===== src/rtl/alu_op_controller_if.sv =====
// Request, ALU and response signals between the instruction/control logic,
// the operation controller and the combinational ALU.
interface alu_op_controller_if #(
    parameter int unsigned WIDTH = 8
);
    localparam int unsigned OP_W  = 3;
    localparam int unsigned CNT_W = 8;

    logic             ReqValid;
    logic             ReqReady;
    logic [OP_W-1:0]  ReqOp;
    logic [WIDTH-1:0] ReqA;
    logic [WIDTH-1:0] ReqB;

    logic [OP_W-1:0]  AluSel;
    logic [WIDTH-1:0] AluA;
    logic [WIDTH-1:0] AluB;
    logic [WIDTH-1:0] AluResult;
    logic             AluOverflow;

    logic             RspValid;
    logic             RspReady;
    logic [WIDTH-1:0] RspResult;
    logic             RspOverflow;

    logic             StickyOvf;
    logic             ClrSticky;
    logic [CNT_W-1:0] OpCount;

    // Environment side: requester, ALU and response consumer
    modport master (
        output ReqValid, ReqOp, ReqA, ReqB,
        input  ReqReady,
        input  AluSel, AluA, AluB,
        output AluResult, AluOverflow,
        input  RspValid, RspResult, RspOverflow,
        output RspReady,
        input  StickyOvf, OpCount,
        output ClrSticky
    );

    // Controller side
    modport slave (
        input  ReqValid, ReqOp, ReqA, ReqB,
        output ReqReady,
        output AluSel, AluA, AluB,
        input  AluResult, AluOverflow,
        output RspValid, RspResult, RspOverflow,
        input  RspReady,
        output StickyOvf, OpCount,
        input  ClrSticky
    );
endinterface


===== src/rtl/alu_op_controller.sv =====
// Sequences one ALU operation at a time: launches operands, waits LAT settle
// cycles, captures result and qualified overflow, then holds the response.
module alu_op_controller #(
    parameter int unsigned WIDTH = 8,
    parameter int unsigned LAT   = 1
) (
    input  logic               Clk,
    input  logic               Rst_n,
    alu_op_controller_if.slave bus
);
    localparam int unsigned OP_W  = 3;
    localparam int unsigned OC_W  = 8;
    localparam int unsigned CNT_W = (LAT > 1) ? $clog2(LAT) : 1;
    localparam logic [CNT_W-1:0] CNT_LOAD = CNT_W'(LAT - 1);

    typedef enum logic [1:0] {
        ST_IDLE = 2'd0,
        ST_EXEC = 2'd1,
        ST_RESP = 2'd2
    } state_e;

    state_e           state_q,       state_d;
    logic [CNT_W-1:0] cnt_q,         cnt_d;
    logic             req_ready_q,   req_ready_d;
    logic [OP_W-1:0]  alu_sel_q,     alu_sel_d;
    logic [WIDTH-1:0] alu_a_q,       alu_a_d;
    logic [WIDTH-1:0] alu_b_q,       alu_b_d;
    logic             rsp_valid_q,   rsp_valid_d;
    logic [WIDTH-1:0] rsp_result_q,  rsp_result_d;
    logic             rsp_ovf_q,     rsp_ovf_d;
    logic             sticky_q,      sticky_d;
    logic [OC_W-1:0]  op_count_q,    op_count_d;

    logic             is_arith_c;
    logic             ovf_qual_c;
    logic             capture_c;

    // Overflow mux output is only meaningful for add/sub; mask it otherwise
    assign is_arith_c = (alu_sel_q == 3'b000) || (alu_sel_q == 3'b001);
    assign ovf_qual_c = is_arith_c ? bus.AluOverflow : 1'b0;
    assign capture_c  = (state_q == ST_EXEC) && (cnt_q == '0);

    always_ff @(posedge Clk or negedge Rst_n) begin
        if (!Rst_n) begin
            state_q      <= ST_IDLE;
            cnt_q        <= '0;
            req_ready_q  <= 1'b0;
            alu_sel_q    <= '0;
            alu_a_q      <= '0;
            alu_b_q      <= '0;
            rsp_valid_q  <= 1'b0;
            rsp_result_q <= '0;
            rsp_ovf_q    <= 1'b0;
            sticky_q     <= 1'b0;
            op_count_q   <= '0;
        end else begin
            state_q      <= state_d;
            cnt_q        <= cnt_d;
            req_ready_q  <= req_ready_d;
            alu_sel_q    <= alu_sel_d;
            alu_a_q      <= alu_a_d;
            alu_b_q      <= alu_b_d;
            rsp_valid_q  <= rsp_valid_d;
            rsp_result_q <= rsp_result_d;
            rsp_ovf_q    <= rsp_ovf_d;
            sticky_q     <= sticky_d;
            op_count_q   <= op_count_d;
        end
    end

    always_comb begin
        state_d      = state_q;
        cnt_d        = cnt_q;
        alu_sel_d    = alu_sel_q;
        alu_a_d      = alu_a_q;
        alu_b_d      = alu_b_q;
        rsp_valid_d  = rsp_valid_q;
        rsp_result_d = rsp_result_q;
        rsp_ovf_d    = rsp_ovf_q;
        sticky_d     = sticky_q;
        op_count_d   = op_count_q;

        case (state_q)
            ST_IDLE: begin
                if (bus.ReqValid && req_ready_q) begin
                    alu_sel_d = bus.ReqOp;
                    alu_a_d   = bus.ReqA;
                    alu_b_d   = bus.ReqB;
                    cnt_d     = CNT_LOAD;
                    state_d   = ST_EXEC;
                end
            end
            ST_EXEC: begin
                if (capture_c) begin
                    rsp_result_d = bus.AluResult;
                    rsp_ovf_d    = ovf_qual_c;
                    rsp_valid_d  = 1'b1;
                    state_d      = ST_RESP;
                end else begin
                    cnt_d = cnt_q - CNT_W'(1);
                end
            end
            ST_RESP: begin
                if (bus.RspReady) begin
                    rsp_valid_d = 1'b0;
                    op_count_d  = op_count_q + OC_W'(1);
                    state_d     = ST_IDLE;
                end
            end
            default: state_d = ST_IDLE;
        endcase

        // A captured overflow outranks a simultaneous clear
        if (capture_c && ovf_qual_c) begin
            sticky_d = 1'b1;
        end else if (bus.ClrSticky) begin
            sticky_d = 1'b0;
        end

        req_ready_d = (state_d == ST_IDLE);
    end

    assign bus.ReqReady    = req_ready_q;
    assign bus.AluSel      = alu_sel_q;
    assign bus.AluA        = alu_a_q;
    assign bus.AluB        = alu_b_q;
    assign bus.RspValid    = rsp_valid_q;
    assign bus.RspResult   = rsp_result_q;
    assign bus.RspOverflow = rsp_ovf_q;
    assign bus.StickyOvf   = sticky_q;
    assign bus.OpCount     = op_count_q;

endmodule


===== src/flat_wrapper.sv =====
// flat-port wrapper written by rule: the top's interface ports become plain ports
module alu_op_controller_flat 
#(
    parameter int unsigned WIDTH = 8,
    parameter int unsigned LAT   = 1
)
  (Clk, Rst_n, bus_ReqValid, bus_ReqOp, bus_ReqA, bus_ReqB, bus_ReqReady, bus_AluSel, bus_AluA, bus_AluB, bus_AluResult, bus_AluOverflow, bus_RspValid, bus_RspResult, bus_RspOverflow, bus_RspReady, bus_StickyOvf, bus_OpCount, bus_ClrSticky);
  alu_op_controller_if #(.WIDTH(WIDTH)) bus_i ();
  input  logic Clk;
  input  logic Rst_n;
  input wire logic [$bits(bus_i.ReqValid)-1:0] bus_ReqValid;
  input wire logic [$bits(bus_i.ReqOp)-1:0] bus_ReqOp;
  input wire logic [$bits(bus_i.ReqA)-1:0] bus_ReqA;
  input wire logic [$bits(bus_i.ReqB)-1:0] bus_ReqB;
  output wire logic [$bits(bus_i.ReqReady)-1:0] bus_ReqReady;
  output wire logic [$bits(bus_i.AluSel)-1:0] bus_AluSel;
  output wire logic [$bits(bus_i.AluA)-1:0] bus_AluA;
  output wire logic [$bits(bus_i.AluB)-1:0] bus_AluB;
  input wire logic [$bits(bus_i.AluResult)-1:0] bus_AluResult;
  input wire logic [$bits(bus_i.AluOverflow)-1:0] bus_AluOverflow;
  output wire logic [$bits(bus_i.RspValid)-1:0] bus_RspValid;
  output wire logic [$bits(bus_i.RspResult)-1:0] bus_RspResult;
  output wire logic [$bits(bus_i.RspOverflow)-1:0] bus_RspOverflow;
  input wire logic [$bits(bus_i.RspReady)-1:0] bus_RspReady;
  output wire logic [$bits(bus_i.StickyOvf)-1:0] bus_StickyOvf;
  output wire logic [$bits(bus_i.OpCount)-1:0] bus_OpCount;
  input wire logic [$bits(bus_i.ClrSticky)-1:0] bus_ClrSticky;
  assign bus_i.ReqValid = bus_ReqValid;
  assign bus_i.ReqOp = bus_ReqOp;
  assign bus_i.ReqA = bus_ReqA;
  assign bus_i.ReqB = bus_ReqB;
  assign bus_ReqReady = bus_i.ReqReady;
  assign bus_AluSel = bus_i.AluSel;
  assign bus_AluA = bus_i.AluA;
  assign bus_AluB = bus_i.AluB;
  assign bus_i.AluResult = bus_AluResult;
  assign bus_i.AluOverflow = bus_AluOverflow;
  assign bus_RspValid = bus_i.RspValid;
  assign bus_RspResult = bus_i.RspResult;
  assign bus_RspOverflow = bus_i.RspOverflow;
  assign bus_i.RspReady = bus_RspReady;
  assign bus_StickyOvf = bus_i.StickyOvf;
  assign bus_OpCount = bus_i.OpCount;
  assign bus_i.ClrSticky = bus_ClrSticky;
  alu_op_controller #(.WIDTH(WIDTH), .LAT(LAT)) u_core (.Clk(Clk), .Rst_n(Rst_n), .bus(bus_i));
endmodule

===== config.mk =====
export PLATFORM = sky130hd
export DESIGN_NAME = alu_op_controller_flat
export DESIGN_NICKNAME = d
export VERILOG_FILES = /design/src/rtl/alu_op_controller_if.sv /design/src/rtl/alu_op_controller.sv /design/src/flat_wrapper.sv
export SDC_FILE = /design/constraint.sdc
export NUM_CORES = 1
export LEC_CHECK = 0
export CORE_ASPECT_RATIO = 1.25
export CORE_UTILIZATION = 37
export CTS_CLUSTER_DIAMETER = 120
export CTS_CLUSTER_SIZE = 40
export DETAILED_ROUTE_END_ITERATION = 7
export GPL_ROUTABILITY_DRIVEN = 0
export PLACE_DENSITY = 0.76
export SLEW_MARGIN = 10
export SYNTH_ARGS = -nofsm -noshare
export SYNTH_HDL_FRONTEND = slang
export SYNTH_SLANG_ARGS = --single-unit

===== constraint.sdc =====
create_clock -name Clk -period 1.3 [get_ports Clk]
set_clock_uncertainty 0.05 [all_clocks]
set_input_delay 0.26 -clock Clk [delete_from_list [all_inputs] [get_ports Clk]]
set_output_delay 0.26 -clock Clk [all_outputs]
set_load 0.01 [all_outputs]

# --- Yosys cells after proc, flatten, opt, wreduce, memory -nomap -nowiden ---
# Index checks and enable logic that the tools add are counted.
# Widths: inputs -> output; s select.
classes:
  n_addsub: 2
  mul: 0
  div: 0
  magnitude_cmp: 0
  n_eq_ne: 7
  shift: 0
  n_mux: 13
  bitwise: 1
  reduce_logical: 15
op_table:
  columns: ["op", "n"]
  rows:
  - ["$add 8x1->8 const B", 1]
  - ["$mux 1", 7]
  - ["$mux 2", 3]
  - ["$pmux 2 s3", 1]
  - ["$reduce_and 2->1", 3]
  - ["$reduce_and 3->1", 2]
  - ["$reduce_bool 2->1", 3]
  - ["$logic_not 2->1", 2]
  - ["$ne 2x1->1 const B", 2]
  - ["$ne 2x2->1 const B", 2]
  - ["$pmux 1 s2", 2]
  - ["$eq 3x1->1 const B", 1]
  - ["$logic_and 1x1->1", 3]
  - ["$logic_not 3->1", 1]
  - ["$eq 2x1->1 const B", 1]
  - ["$eq 2x2->1 const B", 1]
  - ["$logic_or 1x1->1", 1]
  - ["$not 1->1", 1]
  - ["$sub 1x1->1 const B", 1]
word_totals:
  register_bits: 42
  latch_bits: 0
  ram_bits: 0
  mem_bits_ro: 0
  input_bits: 33
  wordCells: 49
  mem_count: 0

# --- Depth between registers and ports, before layout ---
# Gate-level depths: netlist (run 1).
depth:
  word_depth: 5
  ltp_mapped: 4
  ltp_nobuf: 4

# --- Worst setup path after synthesis (run 1) ---
# OpenSTA, ideal clock, no wires.
synth_path:
  path_type: "flip-flop to flip-flop"
  start: "reg u_core.state_q[1]"
  end: "reg u_core.rsp_result_q[2], in the netlist u_core.bus.RspResult[2]"
  t_arrival_ns: 1.226
  t_required_ns: 1.125
  path_slack_ns: -0.100
  path_stages_with_launch: 4
  path_buffers: 1
  period_less_slack_ns: 1.400
  cell_sequence: "dfrtp_1 > nor3b_2 > buf_2 > mux2_2"
synth_between:
  elab_chain_len: 3
synth_rtl:
  columns: ["item", "line", "text"]
  rows:
  - ["from (decl)", "alu_op_controller.sv:22", "state_e state_q, state_d;"]
  - ["from (signal assigned)", "alu_op_controller.sv:57", "state_q <= state_d;"]
  - ["$eq 2x1->1 *", "alu_op_controller.sv:41, alu_op_controller.sv:83", null]
  - ["$logic_and 1x1->1", "alu_op_controller.sv:41", "assign capture_c = (state_q == ST_EXEC) && (cnt_q == '0);"]
  - ["$reduce_and 2->1 (no source line) *", null, null]
  - ["to (signal assigned)", "alu_op_controller.sv:64", "rsp_result_q <= rsp_result_d;"]
  - ["to (decl)", "alu_op_controller.sv:29", "logic [WIDTH-1:0] rsp_result_q, rsp_result_d;"]
# Every way passes the cells marked *; elsewhere a longest branch is shown, timed or not.
# A chain may end at the register's enable or synchronous reset.

# --- Worst setup path after layout (run 1) ---
layout_path:
  start: "reg u_core.state_q[0]"
  end: "reg u_core.alu_sel_q[1], in the netlist u_core.bus.AluSel[1]"
layout_between:
  elab_chain_len: 2
layout_rtl:
  columns: ["item", "line", "text"]
  rows:
  - ["$logic_not 2->1", "alu_op_controller.sv:83", "case (state_q)"]
  - ["$reduce_and 2->1 (no source line)", null, null]
  - ["to (signal assigned)", "alu_op_controller.sv:60", "alu_sel_q <= alu_sel_d;"]
  - ["to (decl)", "alu_op_controller.sv:25", "logic [OP_W-1:0] alu_sel_q, alu_sel_d;"]
# Every way passes these cells.

==> metrics.cfg, run 1 <==
[die]
pin_count=72
die-area_sq_um=4690
core_area_sq_um=4160
start_util_pct=39.3
dieHeight_microns=76.3
rows=26
die_w_microns=61.5

[cts]
cts.htree.levels=2
numCtsBuffers=5
cts_tree=yes
numClockSinks=42
clock_tree.buffer_depth=2
cts_root_buffer=clkbuf_8
clkTransAtPathRegs_ns=0.07
clk_latency_ns=0.28

[flow_run]
maxCapViolations=0

[yosys]
syn_nets=145
ys.flop_type=dfrtp_1
synth_edf_count=0
yosysWarnings=0
synth_top_area_share_pct=64.3
synthCells=111
synthTopCellsByCount=42 x dfrtp_1, 26 x mux2_2, 8 x nand2_1
synth.largest_area_cell=dfrtp_1
ys_top_cells_by_area=dfrtp_1 64%, mux2_2 18%, xnor2_1 2.1%
ys_ff_latch=42
synth.avg_cell_area_sq_um=14.7
ys_types=24
async_reset_ff_share_pct=100
yosysSeqAreaShare_pct=64.3
yosys.cell_count.top_type=dfrtp_1
netlist_area_sq_um=1640

[sta]
hold_viol=0
hold_ws_ns=0.371
drv_slew=0
tightestPinTransition_ns=0.378
rsz0062_at_grt=yes
fin_ws_ns=-0.131
slew_headroom_pct=74.8
max_freq_ghz=0.699
post-route-min-period_ns=1.43
setup_viol=29
post-route-period-util_pct=110

[setup_path]
startpoint_type=flop
cpPeakStageDelay_ns=0.45
crit_buf_inv=2
path_cells=nor3_4, buf_12, clkbuf_16, mux2_4
worstPathArrival_ns=1.55
cp_max_fo=5
worstSetupEndpointType=flop
crit_required_ns=1.42
crit_family=flip-flops
worst-setup-path-type=reg2reg
reg2reg_slack_ns=-0.13
cpMaxStageDelayCell=dfrtp_2

[status]
status=finished with violations
violations=setup timing

[cells_and_area]
layout-drive-gt1-share_pct=37.3
nNetsFinal=253
multi_input_area_sq_um=734
num-fill-cells=314
diodes=0
synthToLayoutAreaGrowth_pct=81.4
seq_area_sq_um=1050

[global_route]
grt_max_degree=21
grt_first_pass_wirelength_microns=6000
antenna_found_initial=0
grt_pass1_vias=1390
grt.overflow.total=0
gr-usage-all-layers_pct=17.3

[placed_design]
portBuffers=71
dp_hpwl_microns=2740

[routing]
first_iter_violations=16
dr.pass1.iters=4
viasPerCell=4.74
route.detailed.drc=0
ant_nets=0
wire_per_inst_microns=15.0
via_count=1308
wirelength_microns=4150

[power_and_ir_drop]
power_density_nw_per_um2=2140
leakage_uw=0.00144
vdd_drop_max_mv=1.20
total_power_uw=6360

[min_path]
hold_class=in2async

## state kept, by name (all words and copies together), names as in the netlist
signal and count:
u_core.bus.AluB 8, u_core.bus.ReqReady 1, u_core.bus.RspOverflow 1, u_core.bus.RspResult 8
u_core.bus.OpCount 8, u_core.bus.AluSel 3, u_core.cnt_q 1, u_core.bus.RspValid 1
u_core.bus.StickyOvf 1, u_core.bus.AluA 8, u_core.state_q 2
## final timing paths
path	startpoint	end	cells after the start
max reg2reg	u_core.state_q[0]$_DFF_PN0_	u_core.bus.AluSel[1]$_DFFE_PN0P_	4
min	Rst_n	u_core.bus.AluA[7]$_DFFE_PN0P_	2
min in group Clk	u_core.bus.OpCount[7]$_DFFE_PN0P_	u_core.bus.OpCount[7]$_DFFE_PN0P_	1
min reg2reg	u_core.bus.OpCount[7]$_DFFE_PN0P_	u_core.bus.OpCount[7]$_DFFE_PN0P_	1
max	u_core.state_q[0]$_DFF_PN0_	u_core.bus.AluSel[1]$_DFFE_PN0P_	4
max in group asynchronous	Rst_n	u_core.bus.RspResult[3]$_DFFE_PN0N_	3
## timing repair
item,4_1_cts,5_1_grt
setup endpoints to repair,69,52
resized for setup,44,45
pin swaps,0,8
hold buffers,1,0
buffers inserted,6,8
hold endpoints to repair,14,0
cloned,0,3
## routing by layer
| layer | vias up | wire, microns | track usage (%) |
|---|---|---|---|
| met5 | - | 0 | 0 |
| met4 | 0 | 49 | 5.33 |
| met3 | 5 | 223 | 5.26 |
| met2 | 55 | 2270 | 29.6 |
| met1 | 653 | 1610 | 20.2 |
| li1 | 595 | - | - |
## cells by family (layout without fill, tap and decap cells)
family	after synthesis	count (layout)	synth area share, %
muxes	27	27	18.6
xor gates and xnor gates	7	7	3.75
DFF	42	42	64.3
adders and majority gates	1	1	0.765
AOI/OAI and AO/OA	4	4	1.53
and+or+nand+nor	25	25	9.41
buffers and inverters	5	114	1.68
## through the flow
step | area (sq um) | instances | setup TNS (ns) | util (%) | worst slack, ns
finish | 2970 | 276 | -2.35 | 71.2 | -0.131
global route | 2970 | 276 | -3.68 | 71.2 | -0.161
CTS | 2700 | 265 | -2.89 | 64.8 | -0.139
detailed placement | 2590 | 250 | -11.20 | 62.3 | -0.459
global placement | 2590 | 250 | -10.42 | 62.3 | -0.441
floorplan | 1710 | 111 | -1.45 | - | -0.0724
## where the power goes
| part | internal, uW | total [uW] | switching [uW] |
|---|---|---|---|
| registers | 1880 | 2250 | 368 |
| clock network | 381 | 771 | 390 |
| logic | 2110 | 3340 | 1230 |
| total | 4380 | 6360 | 1980 |
## cell usage in the layout (no fill, tap or decap), types with 2 or more instances in the layout
| master | count |
|---|---|
| dlygate4sd2_1 | 22 |
| mux2_2 | 2 |
| buf_4 | 22 |
| clkdlybuf4s15_1 | 17 |
| o21ai_1 | 2 |
| clkbuf_16 | 2 |
| clkdlybuf4s50_1 | 30 |
| dfrtp_1 | 40 |
| buf_6 | 6 |
| clkbuf_8 | 5 |
| mux2_4 | 25 |
| nor3_2 | 2 |
| buf_12 | 3 |
| a21o_1 | 2 |
| dfrtp_2 | 2 |
| xnor2_1 | 3 |
| inv_1 | 2 |
| xor2_1 | 3 |
| nor3_4 | 2 |
| nand2_1 | 7 |
| nor3b_2 | 2 |
| nand4_1 | 2 |
| clkbuf_1 | 3 |
## cell type report
class                   instances  area share, %
clock buffers                   8           2.70
inverters                       2          0.253
multi-input cells              64           24.8
flip-flops and latches         42           35.5
well taps                      56           2.36
repair buffers                104           34.4
Power figures use the tool's default switching activity.
==> run 2, diff against run 1 <==
--- a/config.mk
+++ b/config.mk
@@ -6,6 +6,7 @@
 export NUM_CORES = 1
 export LEC_CHECK = 0
 export CORE_ASPECT_RATIO = 1.25
+export CORE_MARGIN = 5
 export CORE_UTILIZATION = 37
 export CTS_CLUSTER_DIAMETER = 120
 export CTS_CLUSTER_SIZE = 40
@@ -16,3 +17,4 @@
 export SYNTH_ARGS = -nofsm -noshare
 export SYNTH_HDL_FRONTEND = slang
 export SYNTH_SLANG_ARGS = --single-unit
+export TNS_END_PERCENT = 100
==> run 2 against run 1 <==
Net effect: critical endpoint is now u_core.bus.AluB[3]$_DFFE_PN0P_; global-route usage shrank 2.8 points; largest cell class unchanged; non-clock buffer count grew 1; first-iteration DRC count grew 44%; design area is the same; die area grew 25%; largest power group unchanged; the run still ends with setup timing left.
==> metrics.cfg, run 2 (synthesis gave the netlist of run 1 again) <==
[placed_design]
dp_hpwl_microns=2900  ; was 2740 microns
portBuffers=71  ; unchanged
dp.cells=253  ; was 250
dpl-instance-area_sq_um=2610  ; was 2590 sq um

[routing]
ant_nets=0  ; unchanged
route.detailed.drc=0  ; unchanged
wirelength_microns=4380  ; was 4150 microns
viasPerCell=4.68  ; was 4.74
via_count=1302  ; was 1308
dr.pass1.iters=4  ; unchanged
wire_per_inst_microns=15.8  ; was 15.0 microns
first_iter_violations=23  ; was 16

[cells_and_area]
synthToLayoutAreaGrowth_pct=81.4  ; unchanged
final_common_cell=dfrtp_1  ; unchanged
fin_cells=278  ; was 276
nNetsFinal=254  ; was 253
layout-drive-gt1-share_pct=36.8  ; was 37.3%
diodes=0  ; unchanged
layout_common_cells=40 x dfrtp_1, 30 x clkdlybuf4s50_1, 27 x mux2_4  ; was 40 x dfrtp_1, 30 x clkdlybuf4s50_1, 25 x mux2_4
final_area_sq_um=2970  ; unchanged

[status]
violations=setup timing  ; unchanged
status=finished with violations  ; unchanged

[setup_path]
startpoint_type=flop  ; unchanged
reg2reg_slack_ns=-0.12  ; was -0.13 ns
crit_family=flip-flops  ; unchanged
crit_buf_inv=2  ; unchanged
worstSetupEndpointType=flop  ; unchanged
rr_endpoint=u_core.bus.AluB[3]$_DFFE_PN0P_  ; was u_core.bus.AluSel[1]$_DFFE_PN0P_
cpMaxStageDelayCell=dfrtp_2  ; unchanged
cp_max_fo=5  ; unchanged
path_cells=nor3_4, buf_6, clkbuf_16, mux2_4  ; was nor3_4, buf_12, clkbuf_16, mux2_4
crit_start=u_core.state_q[0]$_DFF_PN0_  ; unchanged
r2r_cells=4  ; unchanged
worstPathArrival_ns=1.55  ; about the same
worst-setup-path-type=reg2reg  ; unchanged
cpPeakStageDelay_ns=0.46  ; was 0.45 ns
crit_required_ns=1.42  ; about the same
reg2reg_from=u_core.state_q[0]$_DFF_PN0_  ; unchanged

[sta]
hold_viol=0  ; unchanged
post-route-min-period_ns=1.42  ; was 1.43 ns
hold_ws_ns=0.402  ; was 0.371 ns
post-route-period-util_pct=110  ; about the same
tightestPinTransition_ns=0.455  ; was 0.378 ns
fin_ws_ns=-0.124  ; was -0.131 ns
max_freq_ghz=0.702  ; was 0.699 GHz
slew_headroom_pct=69.7  ; was 74.8%
rsz0062_at_grt=yes  ; unchanged
drv_slew=0  ; unchanged
setup_viol=27  ; was 29
tns_ns=-2.42  ; was -2.35 ns

[die]
core_area_sq_um=4360  ; was 4160 sq um
dieHeight_microns=84.3  ; was 76.3 microns
die_w_microns=69.5  ; was 61.5 microns
rows=27  ; was 26
start_util_pct=37.5  ; was 39.3%
die-area_sq_um=5860  ; was 4690 sq um
pin_count=72  ; unchanged

[cts]
clock_tree.buffer_depth=2  ; unchanged
cts.htree.levels=2  ; unchanged
clkTransAtPathRegs_ns=0.07  ; about the same
cts_tree=yes  ; unchanged
numCtsBuffers=5  ; unchanged
clk_latency_ns=0.28  ; about the same
cts_root_buffer=clkbuf_8  ; unchanged
numClockSinks=42  ; unchanged

[global_route]
gr-usage-all-layers_pct=14.6  ; was 17.3%
grt.overflow.total=0  ; unchanged
grt_max_degree=20  ; was 21
grt_first_pass_wirelength_microns=6760  ; was 6000 microns
grt_pass1_vias=1436  ; was 1390
antenna_found_initial=0  ; unchanged

[power_and_ir_drop]
leakage_uw=0.00142  ; was 0.00144 uW
power_density_nw_per_um2=2130  ; was 2140 nW/um^2
vdd_drop_max_mv=1.12  ; was 1.20 mV

[min_path]
hold_class=in2async  ; unchanged

[flow_run]
maxCapViolations=0  ; unchanged

-- run 2: cell type report --
class	count	area [sq um]
fill	335	1390
timing repair buffer	105	1030
sequential	42	1050
multi-input combinational	64	722
tap	58	72.6
clock buffer	7	76.3
inverter	2	7.51
-- run 2: metrics by stage --
stage / utilization (%) / power [uW] / worst slack [ns]
floorplan: - / 3600 / -0.0724
global placement: 59.8 / 5130 / -0.419
detailed placement: 59.8 / 5220 / -0.427
CTS: 65.2 / 6150 / -0.187
global route: 68.1 / 6710 / -0.148
finish: 68.1 / 6330 / -0.124
-- run 2: timing repair --
action / CTS / global route
gates resized for setup: 64 / 31
setup buffers: 6 / 8
pin swaps: 1 / 5
gates cloned: 3 / 1
endpoints found under the setup margin: 71 / 61
endpoints found under the hold margin: 17 / 0
hold buffers: 1 / 0
-- run 2: where the power goes --
part | leakage, uW | total, uW | switching [uW] | internal (uW)
clock | 0.0000383 | 775 | 405 | 370
sequential | 0.000511 | 2230 | 354 | 1880
combinational | 0.000873 | 3320 | 1210 | 2110
-- run 2: worst max path at each step --
stage,cells after the start,slack [ns],endpoint
after floorplan,4,-0.07,u_core.bus.AluA[0]$_DFFE_PN0P_
after global placement,5,-0.42,u_core.bus.AluSel[2]$_DFFE_PN0P_
after detailed placement,5,-0.43,u_core.bus.AluB[7]$_DFFE_PN0P_
after CTS,5,-0.19,u_core.bus.AluB[2]$_DFFE_PN0P_
after global routing,4,-0.15,u_core.bus.AluB[3]$_DFFE_PN0P_
final,4,-0.12,u_core.bus.AluB[3]$_DFFE_PN0P_
-- run 2: layer usage --
layer / track usage (%) / routed length [microns] / up-vias
met5: 0 / 0 / -
met4: 3.73 / 72 / 0
met3: 6.23 / 377 / 8
met2: 26.3 / 2250 / 59
met1: 15.5 / 1680 / 635
li1: - / - / 600
